--- src/rtl/snn_pkg.sv ---
// Shared types and constants for the two-layer SNN training controller:
// FSM states, weight saturation limits, packet address map and learning-rule codes.
package snn_pkg;

    typedef enum logic [2:0] {
        S_IDLE   = 3'd0,
        S_EVAL1  = 3'd1,
        S_EVAL2  = 3'd2,
        S_UPDATE = 3'd3,
        S_DONE   = 3'd4
    } state_t;

    localparam int WMAX = 7;
    localparam int WMIN = -8;

    localparam logic [3:0] A_W1      = 4'd0;
    localparam logic [3:0] A_W2      = 4'd1;
    localparam logic [3:0] A_W3      = 4'd2;
    localparam logic [3:0] A_W4      = 4'd3;
    localparam logic [3:0] A_W5      = 4'd4;
    localparam logic [3:0] A_W6      = 4'd5;
    localparam logic [3:0] A_THR1_LO = 4'd6;
    localparam logic [3:0] A_THR1_HI = 4'd7;
    localparam logic [3:0] A_THR2_LO = 4'd8;
    localparam logic [3:0] A_THR2_HI = 4'd9;

    // Encoded as {o fired, h fired}
    typedef enum logic [1:0] {
        R_HOLD   = 2'b00,
        R_H_ONLY = 2'b01,
        R_O_ONLY = 2'b10,
        R_BOTH   = 2'b11
    } rule_t;

endpackage

--- src/rtl/snn_sat_step.sv ---
// Combinational saturating +1 / -1 / hold step for one signed synaptic weight.
// The limit test precedes the add so the weight can never wrap.
module snn_sat_step
    import snn_pkg::*;
#(
    parameter int WW = 4
) (
    input  rule_t                 rule,
    input  logic signed [WW-1:0]  w,
    output logic signed [WW-1:0]  w_next
);

    localparam logic signed [WW-1:0] W_MAX = WW'(WMAX);
    localparam logic signed [WW-1:0] W_MIN = WW'(WMIN);
    localparam logic signed [WW-1:0] ONE   = WW'(1);

    function automatic logic signed [WW-1:0] sat_step(
        input logic signed [WW-1:0] wv,
        input rule_t                r
    );
        logic signed [WW-1:0] res;
        res = wv;
        case (r)
            R_BOTH:             res = (wv == W_MAX) ? wv : wv + ONE;
            R_H_ONLY, R_O_ONLY: res = (wv == W_MIN) ? wv : wv - ONE;
            default:            res = wv;
        endcase
        return res;
    endfunction

    assign w_next = sat_step(w, rule);

endmodule

--- src/rtl/snn_train_ctrl.sv ---
// Sequencer and weight/threshold store for the two-layer spiking network:
// packet-loaded register file plus an EVAL1/EVAL2/UPDATE/DONE pass with reward-gated learning.
module snn_train_ctrl
    import snn_pkg::*;
#(
    parameter int WW = 4,
    parameter int TW = 8
) (
    input  logic              clk,
    input  logic              rst_n,
    input  logic              write_mode,
    input  logic              packet_valid,
    input  logic [7:0]        packet,
    input  logic              start,
    input  logic              reward,
    input  logic [1:0]        spike_h,
    input  logic [1:0]        spike_o,
    output logic [6*WW-1:0]   weights,
    output logic [TW-1:0]     thr1,
    output logic [TW-1:0]     thr2,
    output logic              eval_l1,
    output logic              eval_l2,
    output logic              busy,
    output logic              done,
    output logic [3:0]        addr_int,
    output logic              cfg_err
);

    state_t state, state_nxt;

    logic signed [WW-1:0] w1, w2, w3, w4;
    logic        [WW-1:0] w5, w6;
    logic signed [WW-1:0] w1_nxt, w2_nxt, w3_nxt, w4_nxt;

    logic [1:0] spk_h_p1;
    logic [1:0] spk_o_p2;

    logic [3:0] pkt_addr;
    logic [3:0] pkt_data;
    logic       pkt_req;
    logic       addr_ok;
    logic       pkt_acc;
    logic       pkt_rej;
    logic       learn;

    // ---- FSM state register
    always_ff @(posedge clk or negedge rst_n) begin
        if (!rst_n) begin
            state <= S_IDLE;
        end else begin
            state <= state_nxt;
        end
    end

    // ---- next-state and phase strobes
    always_comb begin
        state_nxt = state;
        eval_l1   = 1'b0;
        eval_l2   = 1'b0;
        busy      = 1'b1;
        done      = 1'b0;
        case (state)
            S_IDLE: begin
                busy = 1'b0;
                if (start && !write_mode) begin
                    state_nxt = S_EVAL1;
                end
            end
            S_EVAL1: begin
                eval_l1   = 1'b1;
                state_nxt = S_EVAL2;
            end
            S_EVAL2: begin
                eval_l2   = 1'b1;
                state_nxt = S_UPDATE;
            end
            S_UPDATE: begin
                state_nxt = S_DONE;
            end
            S_DONE: begin
                done      = 1'b1;
                state_nxt = S_IDLE;
            end
            default: begin
                busy      = 1'b0;
                state_nxt = S_IDLE;
            end
        endcase
    end

    // ---- spike latches: hidden layer at end of EVAL1, output layer at end of EVAL2
    always_ff @(posedge clk or negedge rst_n) begin
        if (!rst_n) begin
            spk_h_p1 <= 2'b00;
            spk_o_p2 <= 2'b00;
        end else begin
            if (state == S_EVAL1) spk_h_p1 <= spike_h;
            if (state == S_EVAL2) spk_o_p2 <= spike_o;
        end
    end

    // ---- packet decode
    assign pkt_addr = packet[7:4];
    assign pkt_data = packet[3:0];
    assign pkt_req  = write_mode && packet_valid;
    assign addr_ok  = (pkt_addr <= A_THR2_HI);
    assign pkt_acc  = pkt_req && (state == S_IDLE) && addr_ok;
    assign pkt_rej  = pkt_req && ((state != S_IDLE) || !addr_ok);

    // ---- learning step per synapse: w1 A->O0, w2 A->O1, w3 B->O0, w4 B->O1
    snn_sat_step #(.WW(WW)) u_step_w1 (
        .rule   (rule_t'({spk_o_p2[0], spk_h_p1[0]})),
        .w      (w1),
        .w_next (w1_nxt)
    );
    snn_sat_step #(.WW(WW)) u_step_w2 (
        .rule   (rule_t'({spk_o_p2[1], spk_h_p1[0]})),
        .w      (w2),
        .w_next (w2_nxt)
    );
    snn_sat_step #(.WW(WW)) u_step_w3 (
        .rule   (rule_t'({spk_o_p2[0], spk_h_p1[1]})),
        .w      (w3),
        .w_next (w3_nxt)
    );
    snn_sat_step #(.WW(WW)) u_step_w4 (
        .rule   (rule_t'({spk_o_p2[1], spk_h_p1[1]})),
        .w      (w4),
        .w_next (w4_nxt)
    );

    assign learn = (state == S_UPDATE) && reward;

    // ---- register file: packet writes only in IDLE, learning only in UPDATE
    always_ff @(posedge clk or negedge rst_n) begin
        if (!rst_n) begin
            w1       <= '0;
            w2       <= '0;
            w3       <= '0;
            w4       <= '0;
            w5       <= '0;
            w6       <= '0;
            thr1     <= TW'(1);
            thr2     <= TW'(1);
            addr_int <= 4'd0;
            cfg_err  <= 1'b0;
        end else begin
            cfg_err <= pkt_rej;
            if (pkt_acc) begin
                addr_int <= pkt_addr;
                case (pkt_addr)
                    A_W1:      w1        <= WW'(pkt_data);
                    A_W2:      w2        <= WW'(pkt_data);
                    A_W3:      w3        <= WW'(pkt_data);
                    A_W4:      w4        <= WW'(pkt_data);
                    A_W5:      w5        <= WW'(pkt_data);
                    A_W6:      w6        <= WW'(pkt_data);
                    A_THR1_LO: thr1[3:0] <= pkt_data;
                    A_THR1_HI: thr1[7:4] <= pkt_data;
                    A_THR2_LO: thr2[3:0] <= pkt_data;
                    A_THR2_HI: thr2[7:4] <= pkt_data;
                    default:   ;
                endcase
            end else if (learn) begin
                w1 <= w1_nxt;
                w2 <= w2_nxt;
                w3 <= w3_nxt;
                w4 <= w4_nxt;
            end
        end
    end

    assign weights = {w6, w5, w4, w3, w2, w1};

endmodule

--- config.mk ---
export PLATFORM = sky130hd
export DESIGN_NAME = snn_train_ctrl
export DESIGN_NICKNAME = d
export VERILOG_FILES = /design/src/rtl/snn_pkg.sv /design/src/rtl/snn_sat_step.sv /design/src/rtl/snn_train_ctrl.sv
export SDC_FILE = /design/constraint.sdc
export NUM_CORES = 1
export LEC_CHECK = 0
export BUFFER_PORTS_ARGS = -buffer_cell sky130_fd_sc_hd__buf_2
export CORE_MARGIN = 3
export CORE_UTILIZATION = 34
export CTS_CLUSTER_DIAMETER = 100
export DETAILED_ROUTE_END_ITERATION = 8
export MAX_ROUTING_LAYER = met4
export PLACE_DENSITY = 0.67
export SLEW_MARGIN = 20
export SYNTH_ARGS = -nofsm -noshare
export SYNTH_HDL_FRONTEND = slang
export SYNTH_SLANG_ARGS = --single-unit
--- constraint.sdc ---
create_clock -name clk -period 1.8 [get_ports clk]
set_input_delay 0.18 -clock clk [delete_from_list [all_inputs] [get_ports clk]]
set_output_delay 0.18 -clock clk [all_outputs]
set_load 0.01 [all_outputs]
==> metrics.txt, run 1 <==
outcome complete, but fails checks; failing checks setup timing; Remaining Overflow, GRT 0; endpoints failing setup 10; DRC violations left 0; first-pass GRT wire length approximately 13,000 um; Setup CP Type flop to flop; # diodes 0; most frequent cell after synthesis dfrtp_1; Leakage around 2 nW; Arr. time, crit path about 2.1 ns; Pwr Density roughly 1900 nW/um^2; Worst slew margin 0.706; Cells after DPL between 400 and 500; Fill cells approximately 690; Clk Latency, worst-skew pair between 0.3 and 0.4 ns; worst path required time approximately 2.0 ns; port bufs 66; CP most frequent cell or3_4; Max Clock Skew between 0.005 and 0.006 ns; clk root buf clkbuf_8; # IOs 67; Synth cell types 51; ys flop type dfrtp_1; asr flop ratio synth 1.00; Initial Util 0.359; CP top delay family simple AND/OR/NAND/NOR gates; DR vias 2,459; met3 GRT Util 0.0330; first-pass iteration count of the detailed router 4; Warnings, synthesis 0; core box area between 7000 and 8000 um^2; non-filler cells, final 471; CP Cell Sequence or3_4 > nor2_4 > nand3b_4 > or3_4 > mux2_4; maxcap violations 0; post-route worst setup slack -0.0813 ns; grt peak-use layer met2; # rows 32; post-synth top area share 0.440; mapped cell area 2840 um^2; Die H 97.4 um; worst-margin pin slew roughly 0.44 ns; met1 GRT Util 0.220; Mapped Nets 290; Crit-path slowest cell or3_4; Setup crit end kind flop; dpl cell area 3610 um^2; Worst path max stage delay 0.42 ns; CTS tree yes; post-route minimum period approximately 1.9 ns; final-stage net count approximately 400; CP max FO 5; Buf/Inv on CP 0; WL final just over 8000 um; initial antenna violation count 0; initial drt markers 111; Critical Path Start Type flop; global routing usage on met2 0.289; Finished Cell Area just over 4000 um^2; Min-Delay Startpoint spike_h[0]; share of layout cells above drive strength 1 0.572; vias per cell around 5.2; synthesized instance count ~260; Antenna Nets Post-Route 0; post-synthesis sequential area ratio 0.459; chip width 97.4 um; FF+latch count, synth between 50 and 60; largest net degree at the start of global routing 53; CTS H-tree lvls 2; Max Slew Vio Count 0; worst vdd ir 0.831 mV; final hold violations 0; synthesized area per cell ~11 um^2; GR Util All Layers 0.174; Clk pin slew, worst setup/hold paths ~0.1 ns; fin crit share 1.05; Area contributors post-synth dfrtp_1 44%, mux2_2 9.9%, ha_1 5.3%, nand2_1 3.3%, fa_1 2.8%; hold crit path type input port to flop; number of buffers created by CTS 5; area leader, netlist dfrtp_1; clk buf depth 2; die area 9490 um^2; vias in the first global route ~2,600; crit path from state[2]$_DFFE_PN0P_; Crit Reg-Reg Startpoint state[2]$_DFFE_PN0P_; most instantiated cells after synthesis 50 x dfrtp_1, 25 x mux2_2, 25 x nand2_1; P&R area growth vs syn 46.3%; fmax approximately 0.53 GHz; number of flops mapped to enable cells by yosys 0; clk sink count 52; RSZ-0062 raised after global routing yes; Placer Congestion approximately 0.87; DP HPWL roughly 5600 um; drt wl/cell between 15 and 20 um
==> registers in the layout (all words and copies together) (netlist names) <==
register,cells
addr_int,4
spk_h_p1,2
spk_o_p2,2
w1,4
w6,4
thr2,8
w2,4
state,3
w4,4
cfg_err,1
w3,4
thr1,8
w5,4
==> cell type report <==
type                       instances  area (um^2)  area share
timing repair buffer             115          759       0.183
multi-input combinational        186         1840       0.443
clock buffer                       6         72.6      0.0175
clock inverter                     2         16.3     0.00391
tap                              102          128      0.0307
sequential                        52         1310       0.315
inverter                           8         30.0     0.00722
==> placed cells by master, fill, tap and decap left out, types with 6 or more instances in the layout <==
cell type and instances:
buf_2 66, dfrtp_1 46, buf_4 37, nand2_1 22
mux2_2 20, nor2_1 13, ha_4 10, mux2_4 9
buf_6 9, a21oi_1 8, inv_1 8, a21oi_2 7
xor2_1 6
==> report_power, final <==
group	switching (W)	total [W]	leakage, nW	internal [W]
Sequential	0.000476	0.00211	0.649	0.00163
Combinational	0.00235	0.00509	1.32	0.00274
Clock	0.000409	0.000687	0.0414	0.000278
Total	0.00324	0.00789	2.01	0.00465
==> per-stage QoR <==
step | worst slack (ns) | utilization | total power [W] | TNS (ns) | hold slack [ns]
6_report | -0.0813 | 0.524 | 0.00789 | -0.517 | 0.104
5_1_grt | -0.155 | 0.524 | 0.00854 | -2.32 | 0.107
4_1_cts | -0.0873 | 0.489 | 0.00718 | -0.505 | 0.104
3_5_place_dp | -0.146 | 0.455 | 0.00616 | -1.06 | 0.196
3_3_place_gp | -0.0781 | 0.455 | 0.00601 | -0.766 | 0.200
2_1_floorplan | -0.206 | - | 0.00471 | -2.48 | -0.116
==> per-layer routing <==
layer	vias up	wire [um]
li1	1152	-
met1	1232	3440
met2	66	4230
met3	9	320
met4	0	87
met5	-	0
==> repair_timing <==
item | 4_1_cts | 5_1_grt
setup endpoints to repair | 26 | 40
hold buffers | 1 | 0
gates resized for setup | 28 | 41
pin swaps | 26 | 32
endpoints found under the hold margin | 50 | 0
buffers inserted | 6 | 6
==> worst paths after layout <==
kind / end / slack [ns] / cells after the start
setup reg to reg: w5[0]$_DFFE_PN0P_ / -0.08 / 5
hold / removal: spk_h_p1[0]$_DFFE_PN0P_ / 0.10 / 2
min in group asynchronous: spk_h_p1[1]$_DFFE_PN0P_ / 0.40 / 3
setup / recovery: w5[0]$_DFFE_PN0P_ / -0.08 / 5
max in group asynchronous: thr2[0]$_DFFE_PN1P_ / 1.13 / 3
hold reg to reg: addr_int[1]$_DFFE_PN0P_ / 0.48 / 2
==> cells by family (layout without fill, tap and decap cells) <==
| group | count (synthesis) | after routing | share of synthesized area |
|---|---|---|---|
| AO/OA/AOI/OAI | 50 | 50 | 0.119 |
| XOR/XNOR | 9 | 9 | 0.0277 |
| adder cells (fa/ha/maj) | 16 | 16 | 0.0810 |
| buffers and inverters | 18 | 131 | 0.0313 |
| flip-flops | 52 | 52 | 0.459 |
| multiplexers | 29 | 29 | 0.120 |
| AND/OR/NAND/NOR | 82 | 82 | 0.162 |
No activity file was read; power rests on OpenSTA's default activity.
==> run 2: changes to the inputs <==
- PLACE_DENSITY: 0.67 -> 0.68
==> run 2 against run 1 <==
The flow still finishes with violations (setup timing). Worst hold slack improved by 0.00074 ns. Final area decreased by 5.6%. Sequential share of layout area is 1.9 points higher. First-iteration DRC count shrank 12%. Power fell by 7.2%. Clock power down 3%. Largest cell class unchanged.
==> metrics.txt, run 2 (synthesis results as in run 1) <==
P_int 0.00427 W (was 0.00465 W); hold crit path type input port to flop (unchanged); # rows 32 (unchanged); switching portion of total power 0.417 (was 0.410); WL final 7730 um (was 8070 um); Die H 97.4 um (unchanged); Critical Path Start Type flop (unchanged); DRC violations left 0 (unchanged); first-pass GRT wire length 12,300 um (was 13,100 um); chip width 97.4 um (unchanged); Placer Congestion 0.859 (was 0.870); core box area 7930 um^2 (unchanged); GR Util All Layers 0.165 (was 0.174); Clk pwr share 0.091 (was 0.087); fin crit share 1.06 (was 1.05); Util after Layout 0.495 (was 0.524); Setup crit end kind flop (unchanged); CP max FO 4 (was 5); flop2flop setup slack -0.12 ns (was -0.08 ns); Antenna Nets Post-Route 0 (unchanged); Leakage 1.91 nW (was 2.01 nW); Worst slew margin 0.632 (was 0.706); post-route worst setup slack -0.115 ns (was -0.0813 ns); vias in the first global route 2,454 (was 2,564); Remaining Overflow, GRT 0 (unchanged); final hold violations 0 (unchanged); worst vdd ir 0.793 mV (was 0.831 mV); failing checks setup timing (unchanged); DP HPWL 5680 um (was 5650 um); Max Slew Vio Count 0 (unchanged); final-stage net count 392 (was 402); fmax 0.522 GHz (was 0.532 GHz); Min-Delay Startpoint spike_h[0] (unchanged); Comb pwr share 0.619 (was 0.646); setup TNS -0.397 ns (was -0.517 ns); # IOs 67 (unchanged); number of buffers created by CTS 5 (unchanged); DR vias 2,404 (was 2,459); RSZ-0062 raised after global routing yes (unchanged); CTS H-tree lvls 2 (unchanged); Pwr Total 0.00732 W (was 0.00789 W); initial antenna violation count 0 (unchanged); die area 9490 um^2 (unchanged); # diodes 0 (unchanged); port bufs 66 (unchanged); initial drt markers 98 (was 111); post-route minimum period 1.92 ns (was 1.88 ns); most common cell after layout, fill and taps aside buf_2 (unchanged); P&R area growth vs syn 38.1% (was 46.3%); clk root buf clkbuf_8 (unchanged); share of layout cells above drive strength 1 0.513 (was 0.572); Hold EP spk_h_p1[0]$_DFFE_PN0P_ (unchanged); Setup CP Type flop to flop (unchanged); worst path required time 1.99 ns (was 2.00 ns); worst-margin pin slew 0.552 ns (was 0.441 ns); drt wl/cell 16.8 um (was 17.1 um); Arr. time, crit path 2.11 ns (was 2.08 ns); clk sink count 52 (unchanged); Flop pwr share 0.289 (was 0.267); Pwr Density 1860 nW/um^2 (was 1900 nW/um^2); R2R cell count 7 (was 5); clk buf depth 2 (unchanged); first-pass iteration count of the detailed router 4 (unchanged); vias per cell 5.21 (was 5.22); CTS tree yes (unchanged); Clk pin slew, worst setup/hold paths 0.10 ns (about the same); WHS Path Cells 2 (unchanged); Psw 0.00305 W (was 0.00324 W); reg2reg end w4[3]$_DFFE_PN0P_ (was w5[0]$_DFFE_PN0P_); Fill cells 753 (was 686); Crit Reg-Reg Startpoint spk_h_p1[1]$_DFFE_PN0P_ (was state[2]$_DFFE_PN0P_); maxcap violations 0 (unchanged); largest registers thr1 x8, thr2 x8 (unchanged); Initial Util 0.359 (unchanged); Cells after DPL 449 (was 450); Max Clock Skew 0.0120 ns (was 0.00547 ns); non-filler cells, final 461 (was 471); outcome complete, but fails checks (unchanged); largest net degree at the start of global routing 33 (was 53); Clk Latency, worst-skew pair 0.31 ns (about the same); most frequent cells in the layout 66 x buf_2, 46 x dfrtp_1, 34 x buf_4 (was 66 x buf_2, 46 x dfrtp_1, 37 x buf_4); endpoints failing setup 8 (was 10); dpl ws -0.137 ns (was -0.146 ns)
[run 2: how the worst max path moves through the flow]
stage	start	to	cells after the start
final	spk_h_p1[1]$_DFFE_PN0P_	w4[3]$_DFFE_PN0P_	7
after floorplan	state[2]$_DFFE_PN0P_	w5[0]$_DFFE_PN0P_	7
after global placement	spk_h_p1[1]$_DFFE_PN0P_	w4[3]$_DFFE_PN0P_	7
after detailed placement	spk_o_p2[1]$_DFFE_PN0P_	w4[3]$_DFFE_PN0P_	7
after global routing	spk_h_p1[1]$_DFFE_PN0P_	w4[3]$_DFFE_PN0P_	7
after CTS	spk_h_p1[1]$_DFFE_PN0P_	w4[3]$_DFFE_PN0P_	7
[run 2: worst max-delay path, cell delays in order (launching register included)]
cell,delay [ns]
dfrtp_2,0.46
ha_4,0.31
ha_4,0.19
a21o_1,0.15
a21oi_2,0.13
xor2_1,0.23
nor4_1,0.09
a311oi_1,0.24
[run 2: metal layers]
layer / vias to the layer above / share of wire / track usage
li1: 1136 / - / -
met1: 1189 / 0.42 / 0.202
met2: 67 / 0.52 / 0.281
met3: 12 / 0.043 / 0.0352
met4: 0 / 0.013 / 0.0394
met5: - / 0 / -
[run 2: power by group through the flow]
stage / clock network, W / logic, W / registers [W]
floorplan: 0 / 0.00248 / 0.00222
global placement: 0 / 0.00391 / 0.00206
detailed placement: 0 / 0.00402 / 0.00208
CTS: 0.000691 / 0.00428 / 0.00209
global route: 0.000740 / 0.00502 / 0.00218
finish: 0.000668 / 0.00453 / 0.00212
[run 2: repair_timing]
item	4_1_cts	5_1_grt
setup buffers	1	2
endpoints found under the setup margin	13	21
gates resized for setup	15	25
hold buffers	1	0
pin swaps	26	17
cloned	0	0
hold endpoints to repair	19	0
[run 2: cell type report]
| cell class | instances | area, um^2 | area share |
|---|---|---|---|
| Tap cell | 102 | 128 | 0.0325 |
| Timing Repair Buffer | 105 | 649 | 0.165 |
| Clock buffer | 6 | 72.6 | 0.0185 |
| Multi-Input combinational cell | 186 | 1720 | 0.438 |
| Sequential cell | 52 | 1310 | 0.333 |
| Inverter | 8 | 30.0 | 0.00765 |
| Clock inverter | 2 | 16.3 | 0.00414 |
[run 2: metrics by stage]
step,hold WS (ns),area (um^2)
6_report,0.104,3930
5_1_grt,0.106,3930
4_1_cts,0.104,3780
3_5_place_dp,0.195,3590
3_3_place_gp,0.194,3590
2_1_floorplan,-0.116,2910
==> run 3: changes to the inputs <==
- CORE_MARGIN: 3 -> 4
- TNS_END_PERCENT: not set -> 10
==> run 3 against run 2 <==
The run still ends with setup timing left. Clock power increased by 5.7%. Clock skew decreased by 0.0078 ns. First-iteration DRC count increased by 50%. Via count about the same. Utilization decreased by 1.1 points. Die area increased by 4.1%. Global-route usage decreased by 0.55 points. Count of clock-buffer cells in the layout unchanged. Register-to-register slack improved by 0.02 ns. Critical path type unchanged.
==> metrics.txt, run 3 (synthesis results as in run 1) <==
outcome complete, but fails checks (unchanged); failing checks setup timing (unchanged); dpl ws -0.205 ns (was -0.137 ns); Leakage 1.91 nW (about the same); WHS Path Cells 2 (unchanged); hold_ws 0.112 ns (was 0.104 ns); Pwr Total 0.00765 W (was 0.00732 W); initial drt markers 147 (was 98); flop2flop setup slack -0.09 ns (was -0.12 ns); fmax 0.529 GHz (was 0.522 GHz); Die H 99.4 um (was 97.4 um); Placer Congestion 0.940 (was 0.859); Min-Delay Startpoint spike_h[0] (unchanged); drt wl/cell 16.6 um (was 16.8 um); DP HPWL 5810 um (was 5680 um); DR vias 2,406 (was 2,404); CTS H-tree lvls 2 (unchanged); CTS tree yes (unchanged); # rows 33 (was 32); chip width 99.4 um (was 97.4 um); Critical Path Start Type flop (unchanged); first-pass GRT wire length 12,200 um (was 12,300 um); Max Slew Vio Count 0 (unchanged); largest registers thr1 x8, thr2 x8 (unchanged); WL final 7800 um (was 7730 um); most common cell after layout, fill and taps aside buf_2 (unchanged); fin crit share 1.05 (was 1.06); vias in the first global route 2,476 (was 2,454); worst-margin pin slew 0.517 ns (was 0.552 ns); non-filler cells, final 470 (was 461); post-route minimum period 1.89 ns (was 1.92 ns); Worst path max stage delay 0.42 ns (was 0.46 ns); endpoints failing setup 17 (was 8); Worst slew margin 0.655 (was 0.632); die area 9890 um^2 (was 9490 um^2); Clk Latency, worst-skew pair 0.30 ns (was 0.31 ns); CP most frequent cell or3_4 (was ha_4); DRC violations left 0 (unchanged); # diodes 0 (unchanged); most frequent cells in the layout 66 x buf_2, 46 x dfrtp_1, 38 x buf_4 (was 66 x buf_2, 46 x dfrtp_1, 34 x buf_4); number of buffers created by CTS 5 (unchanged); clk sink count 52 (unchanged); crit path from state[1]$_DFFE_PN0P_ (was spk_h_p1[1]$_DFFE_PN0P_); vias per cell 5.12 (was 5.21); maxcap violations 0 (unchanged); initial antenna violation count 0 (unchanged); Antenna Nets Post-Route 0 (unchanged); Pwr Density 1930 nW/um^2 (was 1860 nW/um^2); R2R cell count 5 (was 7); RSZ-0062 raised after global routing yes (unchanged); Clk pin slew, worst setup/hold paths 0.10 ns (about the same); hold crit path type input port to flop (unchanged); post-route worst setup slack -0.0920 ns (was -0.115 ns); worst vdd ir 0.820 mV (was 0.793 mV); largest net degree at the start of global routing 34 (was 33); P&R area growth vs syn 39.2% (was 38.1%); port bufs 66 (unchanged); Setup CP Type flop to flop (unchanged); Cells after DPL 459 (was 449); Remaining Overflow, GRT 0 (unchanged); CP Cell Sequence or3_4 > nor2_4 > nand3b_4 > or3_4 > mux2_4 (was ha_4 > ha_4 > a21o_1 > a21oi_2 > xor2_1 > nor4_1 > a311oi_1); Arr. time, crit path 2.08 ns (was 2.11 ns); share of layout cells above drive strength 1 0.529 (was 0.513); worst path required time 1.99 ns (about the same); Crit Reg-Reg Startpoint state[1]$_DFFE_PN0P_ (was spk_h_p1[1]$_DFFE_PN0P_); # IOs 67 (unchanged); GR Util All Layers 0.160 (was 0.165); dpl cell area 3570 um^2 (was 3590 um^2); final hold violations 0 (unchanged); Max Clock Skew 0.00424 ns (was 0.0120 ns); clk root buf clkbuf_8 (unchanged); Finished Cell Area 3960 um^2 (was 3930 um^2); Crit-path slowest cell or3_4 (was dfrtp_2); CP max FO 5 (was 4); Initial Util 0.348 (was 0.359); core box area 8180 um^2 (was 7930 um^2); Setup crit end kind flop (unchanged); first-pass iteration count of the detailed router 5 (was 4); clk buf depth 2 (unchanged); final-stage net count 398 (was 392)
-- run 3: per-stage QoR --
| stage | util | setup TNS [ns] |
|---|---|---|
| floorplan | - | -2.84 |
| global placement | 0.437 | -0.995 |
| detailed placement | 0.437 | -1.74 |
| CTS | 0.464 | -1.65 |
| global route | 0.484 | -2.60 |
| finish | 0.484 | -0.857 |
-- run 3: what timing repair did --
item / in CTS / in global routing
hold buffers: 1 / 0
pin swaps: 14 / 13
hold endpoints to repair: 19 / 0
endpoints found under the setup margin: 27 / 42
gates resized for setup: 14 / 34
buffers inserted: 2 / 0
-- run 3: worst paths after layout --
path / to
max: w5[3]$_DFFE_PN0P_
min: spk_h_p1[0]$_DFFE_PN0P_
max in group asynchronous: thr2[0]$_DFFE_PN1P_
max reg2reg: w5[3]$_DFFE_PN0P_
min reg2reg: addr_int[1]$_DFFE_PN0P_
min in group asynchronous: state[1]$_DFFE_PN0P_
-- run 3: where the power goes --
part | switching (W) | internal, W | total, W
sequential | 0.000440 | 0.00163 | 0.00207
clock | 0.000391 | 0.000315 | 0.000706
combinational | 0.00224 | 0.00263 | 0.00487
total | 0.00307 | 0.00458 | 0.00765
-- run 3: cell type report --
cell class	count	area [um^2]
well taps	105	131
clock inverters	2	13.8
repair buffers	111	702
flip-flops and latches	52	1310
fillers	756	4220
multi-input cells	186	1690
clock buffers	6	82.6
inverters	8	30.0
-- run 3: critical path: cells and delay by family, from the launching register on --
family | cells | cell delay [ns]
multiplexers | 1 | 0.31
flip-flops | 1 | 0.40
AND/OR/NAND/NOR | 4 | 1.07
-- run 3: layer usage --
metal / global-route usage / wire, um / up-vias
met3: 0.0323 / 359 / 6
li1: - / - / 1147
met4: 0.0315 / 56 / 0
met2: 0.278 / 4180 / 53
met5: - / 0 / -
met1: 0.194 / 3200 / 1200
